<file path="config.mk">
export PLATFORM = sky130hd
export DESIGN_NAME = fifo_wr_arbiter_flat
export DESIGN_NICKNAME = d
export VERILOG_FILES = /design/src/rtl/fifo_wr_arbiter_pkg.sv /design/src/rtl/fifo_wr_arbiter_if.sv /design/src/rtl/fifo_wr_arbiter_rr_pick.sv /design/src/rtl/fifo_wr_arbiter.sv /design/src/flat_wrapper.sv
export SDC_FILE = /design/constraint.sdc
export NUM_CORES = 1
export LEC_CHECK = 0
export ABC_AREA = 1
export CAP_MARGIN = 20
export CORE_MARGIN = 2
export CORE_UTILIZATION = 37
export CTS_BUF_LIST = sky130_fd_sc_hd__clkbuf_8
export DETAILED_ROUTE_END_ITERATION = 10
export DONT_BUFFER_PORTS = 1
export PLACE_DENSITY_LB_ADDON = 0.2
export SLEW_MARGIN = 20
export SYNTH_ARGS = -nofsm -noshare
export SYNTH_HDL_FRONTEND = slang
export SYNTH_HIERARCHICAL = 1
export SYNTH_SLANG_ARGS = --single-unit
</file>
<file path="constraint.sdc">
create_clock -name wr_clk -period 1.9 [get_ports wr_clk]
set_input_delay 0.285 -clock wr_clk [delete_from_list [all_inputs] [get_ports wr_clk]]
set_output_delay 0.285 -clock wr_clk [all_outputs]
set_load 0.05 [all_outputs]
</file>
<file path="src/rtl/fifo_wr_arbiter_pkg.sv">
// Shared types and default sizing for the FIFO write-port arbiter slice.
package fifo_arb_pkg;

    // Arbiter FSM: IDLE is the one-cycle arbitration slot, BURST owns the port
    typedef enum logic {
        IDLE  = 1'b0,
        BURST = 1'b1
    } arb_state_t;

    localparam int DEFAULT_NUM_REQ    = 4;
    localparam int DEFAULT_DATA_WIDTH = 32;
    localparam int DEFAULT_MAX_BURST  = 8;

    // Width of a requester index; kept at least one bit so a single
    // requester still gets a legal vector.
    function automatic int idx_width(input int n);
        return (n > 1) ? $clog2(n) : 1;
    endfunction

endpackage : fifo_arb_pkg

</file>
<file path="src/rtl/fifo_wr_arbiter_if.sv">
// Bundle of requester handshakes, FIFO write port and arbiter status.
// The slave modport is the arbiter's view; master is the view of whoever
// drives the requesters and the FIFO full flag.
interface fifo_wr_arbiter_if
    import fifo_arb_pkg::*;
#(
    parameter int NUM_REQ    = DEFAULT_NUM_REQ,
    parameter int DATA_WIDTH = DEFAULT_DATA_WIDTH
);
    localparam int GW = idx_width(NUM_REQ);

    logic [NUM_REQ-1:0]                 req_valid;
    logic [NUM_REQ-1:0][DATA_WIDTH-1:0] req_data;
    logic [NUM_REQ-1:0]                 req_last;
    logic [NUM_REQ-1:0]                 req_ready;
    logic [DATA_WIDTH-1:0]              fifo_wr_data;
    logic                               fifo_wr_en;
    logic                               fifo_wr_full;
    logic [GW-1:0]                      grant_id;
    logic                               busy;

    modport slave (
        input  req_valid,
        input  req_data,
        input  req_last,
        input  fifo_wr_full,
        output req_ready,
        output fifo_wr_data,
        output fifo_wr_en,
        output grant_id,
        output busy
    );

    modport master (
        output req_valid,
        output req_data,
        output req_last,
        output fifo_wr_full,
        input  req_ready,
        input  fifo_wr_data,
        input  fifo_wr_en,
        input  grant_id,
        input  busy
    );

endinterface : fifo_wr_arbiter_if

</file>
<file path="src/rtl/fifo_wr_arbiter_rr_pick.sv">
// Combinational round-robin picker: returns the first set request bit
// found when scanning upward from rr_ptr+1, wrapping past NUM_REQ-1 to 0.
module rr_pick
    import fifo_arb_pkg::*;
#(
    parameter int NUM_REQ = DEFAULT_NUM_REQ
) (
    input  logic [NUM_REQ-1:0]            req_i,
    input  logic [idx_width(NUM_REQ)-1:0] rr_ptr_i,
    output logic [idx_width(NUM_REQ)-1:0] winner_o,
    output logic                          any_req_o
);
    localparam int GW = idx_width(NUM_REQ);

    int   idx_c;
    logic found_c;

    // Scan all requesters once in rotated order; the first hit wins and
    // later hits are ignored, so the pointer position sets the priority.
    always_comb begin
        winner_o = '0;
        found_c  = 1'b0;
        idx_c    = 0;
        for (int k = 1; k <= NUM_REQ; k++) begin
            idx_c = int'(rr_ptr_i) + k;
            if (idx_c >= NUM_REQ) begin
                idx_c = idx_c - NUM_REQ;
            end
            if (!found_c && req_i[idx_c[GW-1:0]]) begin
                winner_o = GW'(idx_c);
                found_c  = 1'b1;
            end
        end
    end

    assign any_req_o = |req_i;

endmodule : rr_pick

</file>
<file path="src/rtl/fifo_wr_arbiter.sv">
// Shares a single FIFO write port among NUM_REQ burst requesters.
// Bursts are granted round-robin with one idle arbitration cycle between
// them; a grant lasts until an accepted last beat or MAX_BURST beats.
// The write path is combinational from the granted requester so a beat
// reaches the FIFO in the same cycle it is handshaken.
module fifo_wr_arbiter
    import fifo_arb_pkg::*;
#(
    parameter int NUM_REQ    = DEFAULT_NUM_REQ,
    parameter int DATA_WIDTH = DEFAULT_DATA_WIDTH,
    parameter int MAX_BURST  = DEFAULT_MAX_BURST
) (
    input  logic              wr_clk,
    input  logic              wreset,
    fifo_wr_arbiter_if.slave  bus
);
    localparam int GW = idx_width(NUM_REQ);
    localparam int CW = $clog2(MAX_BURST + 1);

    arb_state_t      state_q, state_d;
    logic [GW-1:0]   grant_q, grant_d;
    logic [GW-1:0]   rr_ptr_q, rr_ptr_d;
    logic [CW-1:0]   beat_cnt_q, beat_cnt_d;

    logic [GW-1:0]         pick_idx;
    logic                  pick_any;
    logic                  accept_c;
    logic [NUM_REQ-1:0]    req_ready_c;
    logic                  fifo_wr_en_c;
    logic [DATA_WIDTH-1:0] fifo_wr_data_c;
    logic                  busy_c;

    rr_pick #(
        .NUM_REQ (NUM_REQ)
    ) u_rr_pick (
        .req_i     (bus.req_valid),
        .rr_ptr_i  (rr_ptr_q),
        .winner_o  (pick_idx),
        .any_req_o (pick_any)
    );

    // State registers; reset parks the pointer on the last requester so
    // that index 0 wins the first arbitration.
    always_ff @(posedge wr_clk or posedge wreset) begin
        if (wreset) begin
            state_q    <= IDLE;
            grant_q    <= '0;
            rr_ptr_q   <= GW'(NUM_REQ - 1);
            beat_cnt_q <= '0;
        end else begin
            state_q    <= state_d;
            grant_q    <= grant_d;
            rr_ptr_q   <= rr_ptr_d;
            beat_cnt_q <= beat_cnt_d;
        end
    end

    // Next-state and handshake outputs; a stalled FIFO blocks acceptance so
    // the count and state simply hold, and a requester that drops valid
    // keeps its grant until it finishes the burst.
    always_comb begin
        state_d        = state_q;
        grant_d        = grant_q;
        rr_ptr_d       = rr_ptr_q;
        beat_cnt_d     = beat_cnt_q;
        accept_c       = 1'b0;
        req_ready_c    = '0;
        fifo_wr_en_c   = 1'b0;
        fifo_wr_data_c = '0;
        busy_c         = 1'b0;

        case (state_q)
            IDLE: begin
                if (pick_any) begin
                    grant_d    = pick_idx;
                    beat_cnt_d = '0;
                    state_d    = BURST;
                end
            end

            BURST: begin
                busy_c               = 1'b1;
                req_ready_c[grant_q] = ~bus.fifo_wr_full;
                accept_c             = bus.req_valid[grant_q] & ~bus.fifo_wr_full;
                fifo_wr_en_c         = accept_c;
                if (accept_c) begin
                    fifo_wr_data_c = bus.req_data[grant_q];
                    beat_cnt_d     = beat_cnt_q + CW'(1);
                    if (bus.req_last[grant_q] || (beat_cnt_d == CW'(MAX_BURST))) begin
                        state_d  = IDLE;
                        rr_ptr_d = grant_q;
                    end
                end
            end

            default: begin
                state_d = IDLE;
            end
        endcase
    end

    assign bus.req_ready    = req_ready_c;
    assign bus.fifo_wr_en   = fifo_wr_en_c;
    assign bus.fifo_wr_data = fifo_wr_data_c;
    assign bus.grant_id     = grant_q;
    assign bus.busy         = busy_c;

endmodule : fifo_wr_arbiter

</file>
<file path="src/flat_wrapper.sv">
// flat-port wrapper written by rule: the top's interface ports become plain ports
module fifo_wr_arbiter_flat import fifo_arb_pkg::*;
#(
    parameter int NUM_REQ    = DEFAULT_NUM_REQ,
    parameter int DATA_WIDTH = DEFAULT_DATA_WIDTH,
    parameter int MAX_BURST  = DEFAULT_MAX_BURST
)
  (wr_clk, wreset, bus_req_valid, bus_req_data, bus_req_last, bus_fifo_wr_full, bus_req_ready, bus_fifo_wr_data, bus_fifo_wr_en, bus_grant_id, bus_busy);
  fifo_wr_arbiter_if #(.NUM_REQ(NUM_REQ), .DATA_WIDTH(DATA_WIDTH)) bus_i ();
  input  logic wr_clk;
  input  logic wreset;
  input wire logic [$bits(bus_i.req_valid)-1:0] bus_req_valid;
  input wire logic [$bits(bus_i.req_data)-1:0] bus_req_data;
  input wire logic [$bits(bus_i.req_last)-1:0] bus_req_last;
  input wire logic [$bits(bus_i.fifo_wr_full)-1:0] bus_fifo_wr_full;
  output wire logic [$bits(bus_i.req_ready)-1:0] bus_req_ready;
  output wire logic [$bits(bus_i.fifo_wr_data)-1:0] bus_fifo_wr_data;
  output wire logic [$bits(bus_i.fifo_wr_en)-1:0] bus_fifo_wr_en;
  output wire logic [$bits(bus_i.grant_id)-1:0] bus_grant_id;
  output wire logic [$bits(bus_i.busy)-1:0] bus_busy;
  assign bus_i.req_valid = bus_req_valid;
  assign bus_i.req_data = bus_req_data;
  assign bus_i.req_last = bus_req_last;
  assign bus_i.fifo_wr_full = bus_fifo_wr_full;
  assign bus_req_ready = bus_i.req_ready;
  assign bus_fifo_wr_data = bus_i.fifo_wr_data;
  assign bus_fifo_wr_en = bus_i.fifo_wr_en;
  assign bus_grant_id = bus_i.grant_id;
  assign bus_busy = bus_i.busy;
  fifo_wr_arbiter #(.NUM_REQ(NUM_REQ), .DATA_WIDTH(DATA_WIDTH), .MAX_BURST(MAX_BURST)) u_core (.wr_clk(wr_clk), .wreset(wreset), .bus(bus_i));
endmodule
</file>
== Word level (Yosys, flattened, before mapping) ==
Index checks and enable logic that the tools add are counted.

* Add/subtract/negate cells: 9
* Multiplexer cells: 39
* Bitwise operators: 4
* Reduce and logical (&&, ||, !) cells: 12
* Magnitude comparators: 10
* Eq/ne operators: 3

{| class="wikitable"
|+ Operators with widths
! cell !! count
|-
| $mux 32 || 3
|-
| $bmux 32 s2 || 1
|-
| $mux 2 || 8
|-
| $lt 2x3->1 const B || 5
|-
| $mux 1 || 15
|-
| $bmux 1 s2 || 6
|-
| $mux 4 || 3
|-
| $ge 3x3->1 const B || 3
|-
| $pmux 4 s2 || 1
|-
| $sub 2x1->2 const B || 4
|-
| $add 2x2->3 const B || 2
|-
| $add 2x3->4 const B || 1
|-
| $add 4x1->4 const B || 1
|-
| $and 4x4->4 || 1
|-
| $eq 4x4->1 const B || 1
|-
| $ge 4x3->1 const B || 1
|-
| $logic_and 1x1->1 || 4
|-
| $reduce_and 2->1 || 2
|-
| $reduce_or 4->1 || 1
|-
| $add 2x1->3 const B || 1
|-
| $logic_not 1->1 || 3
|-
| $reduce_and 3->1 || 1
|-
| $demux 1 s2 || 1
|-
| $ge 2x1->1 const B || 1
|-
| other kinds (6) || 7
|}

* Bits in registers: 9
* Input port bits: 139
* Output and inout bits: 40
* Logic and storage cells: 81

== Logic depth before layout (Yosys ltp) ==
* Word-level depth: 15
* Mapped depth: 12
* Gate-level depth less buffers: 11

== Cells and area by module ==
Netlist, hierarchy kept.

{| class="wikitable"
|+ By module, submodules not included
! module !! area each (µm²) !! cells an instance !! instances
|-
| fifo_wr_arbiter || 1745.4 || 321 || 1
|-
| rr_pick || 301.5 || 50 || 1
|}

== Worst setup path before layout ==
OpenSTA, ideal clock, no wires.

* Path kind: reg2out
* Start: reg u_core.grant_q[1] (netlist: u_core/bus.grant_id[1])
* End: out bus_req_ready[2]
* Cell stages (with the launch flop): 6
* Data required time: 1.615 ns
* Data arrival time: 2.251 ns
* Buffers on the path: 3
* Setup slack: -0.636 ns
* Path through: dfrtp_1 -> buf_6 -> inv_2 -> buf_6 -> buf_2 -> nor3_1

* Longest elaborated chain between the ends: 6
* Elaborated cells between the ends (all ways): 7
* Classes of those cells: 2 x order compare; 3 x mux; 1 x bitwise; 1 x reduce/logical

{| class="wikitable"
|+ RTL lines
! element !! RTL line !! text
|-
| start, declared || fifo_wr_arbiter.sv:21 || <nowiki>logic [GW-1:0] grant_q, grant_d;</nowiki>
|-
| start signal, assigned || fifo_wr_arbiter.sv:52 || <nowiki>grant_q <= grant_d;</nowiki>
|-
| $lt 2x3->1 (not written as such) / $ge 2x1->1 (equally long branches) || fifo_wr_arbiter.sv:83 || <nowiki>req_ready_c[grant_q] = ~bus.fifo_wr_full;</nowiki>
|-
| $logic_and 1x1->1 (not written as such) || fifo_wr_arbiter.sv:83 ||
|-
| $mux 1 (not written as such) || fifo_wr_arbiter.sv:83 ||
|-
| $demux 1 s2 * || n/a ||
|-
| $and 4x4->4 (no line) * || n/a ||
|-
| $mux 4 * || fifo_wr_arbiter.sv:72 || <nowiki>case (state_q)</nowiki>
|-
| end, declared || flat_wrapper.sv:16 || <nowiki>output wire logic [$bits(bus_i.req_ready)-1:0] bus_req_ready;</nowiki>
|}

Mark *: on every way between the ends. The rest lies on a longest branch, timed or not.

== Worst setup path after layout ==
* Start: reg u_core.grant_q[0] (netlist: u_core/bus.grant_id[0])
* End: out bus_fifo_wr_data[14]

* Longest elaborated chain between the ends: 5
* Elaborated cells between the ends (all ways): 7
* Classes of those cells: 6 x mux; 1 x bitwise

{| class="wikitable"
|+ RTL lines
! element !! RTL line !! text
|-
| $bmux 1 s2 || fifo_wr_arbiter.sv:84 || <nowiki>accept_c = bus.req_valid[grant_q] & ~bus.fifo_wr_full;</nowiki>
|-
| $mux 1 (not written as such) || fifo_wr_arbiter.sv:84 ||
|-
| $and 1x1->1 || fifo_wr_arbiter.sv:84 ||
|-
| $mux 32 * || fifo_wr_arbiter.sv:86 || <nowiki>if (accept_c) begin</nowiki>
|-
| $mux 32 * || fifo_wr_arbiter.sv:72 ||
|-
| end, declared || flat_wrapper.sv:17 || <nowiki>output wire logic [$bits(bus_i.fifo_wr_data)-1:0] bus_fifo_wr_data;</nowiki>
|}

Mark *: on every way between the ends. The rest lies on a longest branch, timed or not. The select of a mux whose other input is x is not followed.

==> summary.md <==
| Metric | Value |
|---|---|
| Run status | finished, violations left |
| Violations in the final reports | negative setup slack |
| All-Layer GR Usage | 25.6% |
| Insertion delay of the later-clocked pin in the worst-skew pair | 0.23 ns |
| Overall routed net length | 8.72 mm |
| Chip height | 78.4 µm |
| Period minus WS final | 2.04 ns |
| Via count of the first global-routing pass | 2571 |
| Flop-to-flop setup slack | 0.21 ns |
| GRT overflow | 0 |
| Worst-Margin Slew | 0.368 ns |
| Drt first-iter violations | 143 |
| TritonCTS clock tree | done |
| Total number of placement rows | 27 |
| Vias after detailed routing | 2739 |
| Signal arrival time at the worst endpoint | 1.76 ns |
| H-Tree Level Count | 1 |
| Peak supply drop | 1080 µV |
| Routability congestion estimate from global placement | 0.897 |
| Synth cell types | 28 |
| Antenna violations before repair | 0 |
| Placed Instance Area | 3130 µm² |
| Die outline width | 78.4 µm |
| Fin crit share | 107% |
| Commonest cells in the netlist | sky130_fd_sc_hd__nand2_1, sky130_fd_sc_hd__nor2_1, sky130_fd_sc_hd__inv_1 |
| Synthesized cell area | 2050 µm² |
| Count of maximum capacitance violations | 0 |
| Worst slack after detailed placement | 0.0547 ns |
| Pin count of the biggest net entering global routing | 22 |
| Destination of the worst register-to-register timing path | u_core/rr_ptr_q[0]$_DFFE_PP1P_ |
| Post-layout util | 71.2% |
| Final Max Tran Viols | 0 |
| Clock tree skew after final layout | 0.00185 ns |
| Total number of nets in the final design | 574 |
| Worst-path fanout max | 5 |
| Area of all placed cells without fillers | 3870 µm² |
| Layout cells sized above 1 | 47.8% |
| Leakage power figure | 1.69 nW |
| Antenna fix cells | 0 |
| Leading cell types by total area after synthesis | sky130_fd_sc_hd__nand2_1, sky130_fd_sc_hd__nor2_1, sky130_fd_sc_hd__a211oi_1, sky130_fd_sc_hd__a21oi_1, sky130_fd_sc_hd__dfrtp_1 |
| Capturing element of the worst setup path | bus_fifo_wr_data[14] |
| Worst reg2reg path depth | 11 |
| Power density over the cells | 1780 nW/µm² |
| Core Box Area | 5440 µm² |
| Sequential area share after synthesis | 11.1% |
| Worst setup SP type | register |
| Synth Flop Type | sky130_fd_sc_hd__dfrtp_1 |
| DRC violations left | 0 |
| Beginning of the worst register-to-register path | u_core/bus.grant_id[0]$_DFFE_PP0P_ |
| Post-detailed-route wirelength per cell | 17.3 µm |
| Worst min path class | in2reg |
| Average cell area after synthesis | 5.52 µm² |
| Buffer levels on the longest clock path | 2 |
| CP Launch Point | u_core/bus.grant_id[0]$_DFFE_PP0P_ |
| Max-slew headroom at the worst pin | 75.4% |
| Post-synthesis cell type with the largest combined area | sky130_fd_sc_hd__nand2_1 |
| Endpoint type of the worst setup path | output port |
| Post-synthesis net count | 511 |
| Cell count after synthesis | 371 |
| Number of port buffers | 0 |
| Smallest hold slack | 0.366 ns |
| Power consumption | 6.89 mW |
| Effective utilization at floorplan | 37.6% |
| Detailed-placement wirelength estimate | 5.93 mm |
| Fraction of post-synthesis cell area in the top cell type by area | 18.3% |
| CTS Sinks | 9 |
| Most numerous cell in the Yosys netlist | sky130_fd_sc_hd__nand2_1 |
| Warnings, synthesis | 6 |
| Synthesis-stage register bit count | 9 |
| CTS clock-pin slew for the worst setup and hold paths | 0.05 ns |
| Die ar. | 6140 µm² |
| Worst Path Class, Setup | reg2out |
| Number of vias per cell after detailed routing | 5.42 |
| Max Freq | 0.490 GHz |
| Wire length of the first global-routing pass | 12.8 mm |
| Final Hold Violating Endpoints | 0 |
| Asr flop ratio synth | 100% |
| Clk Tree Root Cell | sky130_fd_sc_hd__clkbuf_8 |
| Data required time at the worst endpoint | 1.62 ns |
| DR pass1 iterations | 5 |
| Number of setup violations in the final report | 33 |
| Final antenna-violating net count | 0 |
| Area overhead of the layout relative to synthesis | 89.2% |
| Worst Setup Slack, final | -0.141 ns |
| TritonCTS Buffers | 3 |
| I/O Pins | 179 |
| RSZ-0062 raised after global routing | true |
| Count of flip-flops with a built-in enable after synthesis | 0 |
==> cell type report <==
type | count | area [µm²]
Multi-Input combinational cell | 294 | 2040
Clock inverter | 1 | 3.75
Sequential cell | 9 | 231
Timing Repair Buffer | 80 | 1280
Tap cell | 72 | 90.1
Clock buffer | 3 | 41.3
Inverter | 46 | 190
Fill cell | 414 | 1570
==> power by group <==
part           total, mW  switching, mW  internal, mW
Combinational       6.22           3.56          2.66
Sequential         0.456          0.155         0.301
Clock              0.218         0.0771         0.141
==> layer usage <==
metal  part of all wire (%)  track usage (%)
met5                      0                0
met4                    2.4             7.37
met3                    5.4             4.25
met2                     52             46.1
met1                     40             31.3
==> layout by cell type, fill, tap and decap left out, types with 3 or more instances in the layout <==
master / n
sky130_fd_sc_hd__nor2_4: 35
sky130_fd_sc_hd__buf_4: 19
sky130_fd_sc_hd__nor3_4: 3
sky130_fd_sc_hd__a211oi_2: 31
sky130_fd_sc_hd__a21oi_2: 10
sky130_fd_sc_hd__buf_16: 3
sky130_fd_sc_hd__nand2_1: 93
sky130_fd_sc_hd__dfrtp_2: 3
sky130_fd_sc_hd__nor2_1: 37
sky130_fd_sc_hd__nand4_1: 3
sky130_fd_sc_hd__buf_12: 42
sky130_fd_sc_hd__nand2_4: 10
sky130_fd_sc_hd__a21oi_1: 25
sky130_fd_sc_hd__inv_1: 42
sky130_fd_sc_hd__nor2_2: 4
sky130_fd_sc_hd__dfrtp_1: 4
sky130_fd_sc_hd__nand2_2: 13
sky130_fd_sc_hd__clkbuf_8: 3
sky130_fd_sc_hd__buf_6: 11
sky130_fd_sc_hd__nand3_1: 17
==> per-stage QoR <==
stage / setup TNS, ns / cells
after global placement: 0 / 474
final: -3.32 / 505
after floorplan: 0 / 371
after global routing: -4.98 / 505
after detailed placement: 0 / 474
after CTS: -1.96 / 498
==> state kept, by name, summed over array words and instances (netlist names) <==
name	count
u_core/beat_cnt_q	4
u_core/rr_ptr_q	2
u_core/bus.grant_id	2
u_core/state_q	1
==> how the worst min path moves through the flow <==
| stage | startpoint | to | depth (start not counted) |
|---|---|---|---|
| 2_1_floorplan | wreset | u_core/beat_cnt_q[0]$_DFFE_PP0P_ | 1 |
| 3_3_place_gp | wreset | u_core/beat_cnt_q[0]$_DFFE_PP0P_ | 1 |
| 3_5_place_dp | wreset | u_core/beat_cnt_q[1]$_DFFE_PP0P_ | 1 |
| 4_1_cts | bus_req_valid[2] | u_core/state_q$_DFF_PP0_ | 4 |
| 5_1_grt | bus_req_valid[2] | u_core/state_q$_DFF_PP0_ | 4 |
| 6_report | bus_req_valid[2] | u_core/state_q$_DFF_PP0_ | 4 |
==> kinds of logic after synthesis <==
| family | share of synthesized area, % |
|---|---|
| adder cells (fa/ha/maj) | 0.611 |
| AO/OA/AOI/OAI | 21.6 |
| AND/OR/NAND/NOR | 48.8 |
| flip-flops | 11.1 |
| buffers and inverters | 17.8 |
==> timing repair <==
item / in CTS / in global routing
gates resized for setup: 72 / 27
pin swaps: 38 / 21
setup endpoints to repair: 33 / 37
hold buffers: 1 / 0
endpoints found under the hold margin: 7 / 0
cloned: 4 / 3
setup buffers: 16 / 6
==> critical path, stage by stage (launching register included) <==
cell and delay (ns):
sky130_fd_sc_hd__dfrtp_2 0.44, sky130_fd_sc_hd__buf_6 0.14, sky130_fd_sc_hd__nor2_4 0.13, sky130_fd_sc_hd__nand2_2 0.09, sky130_fd_sc_hd__nand2_4 0.08, sky130_fd_sc_hd__o21ai_4 0.07, sky130_fd_sc_hd__buf_6 0.16, sky130_fd_sc_hd__buf_12 0.14
sky130_fd_sc_hd__nor2_4 0.12, sky130_fd_sc_hd__buf_12 0.14
Note: power is estimated with default switching activity, not from simulation.
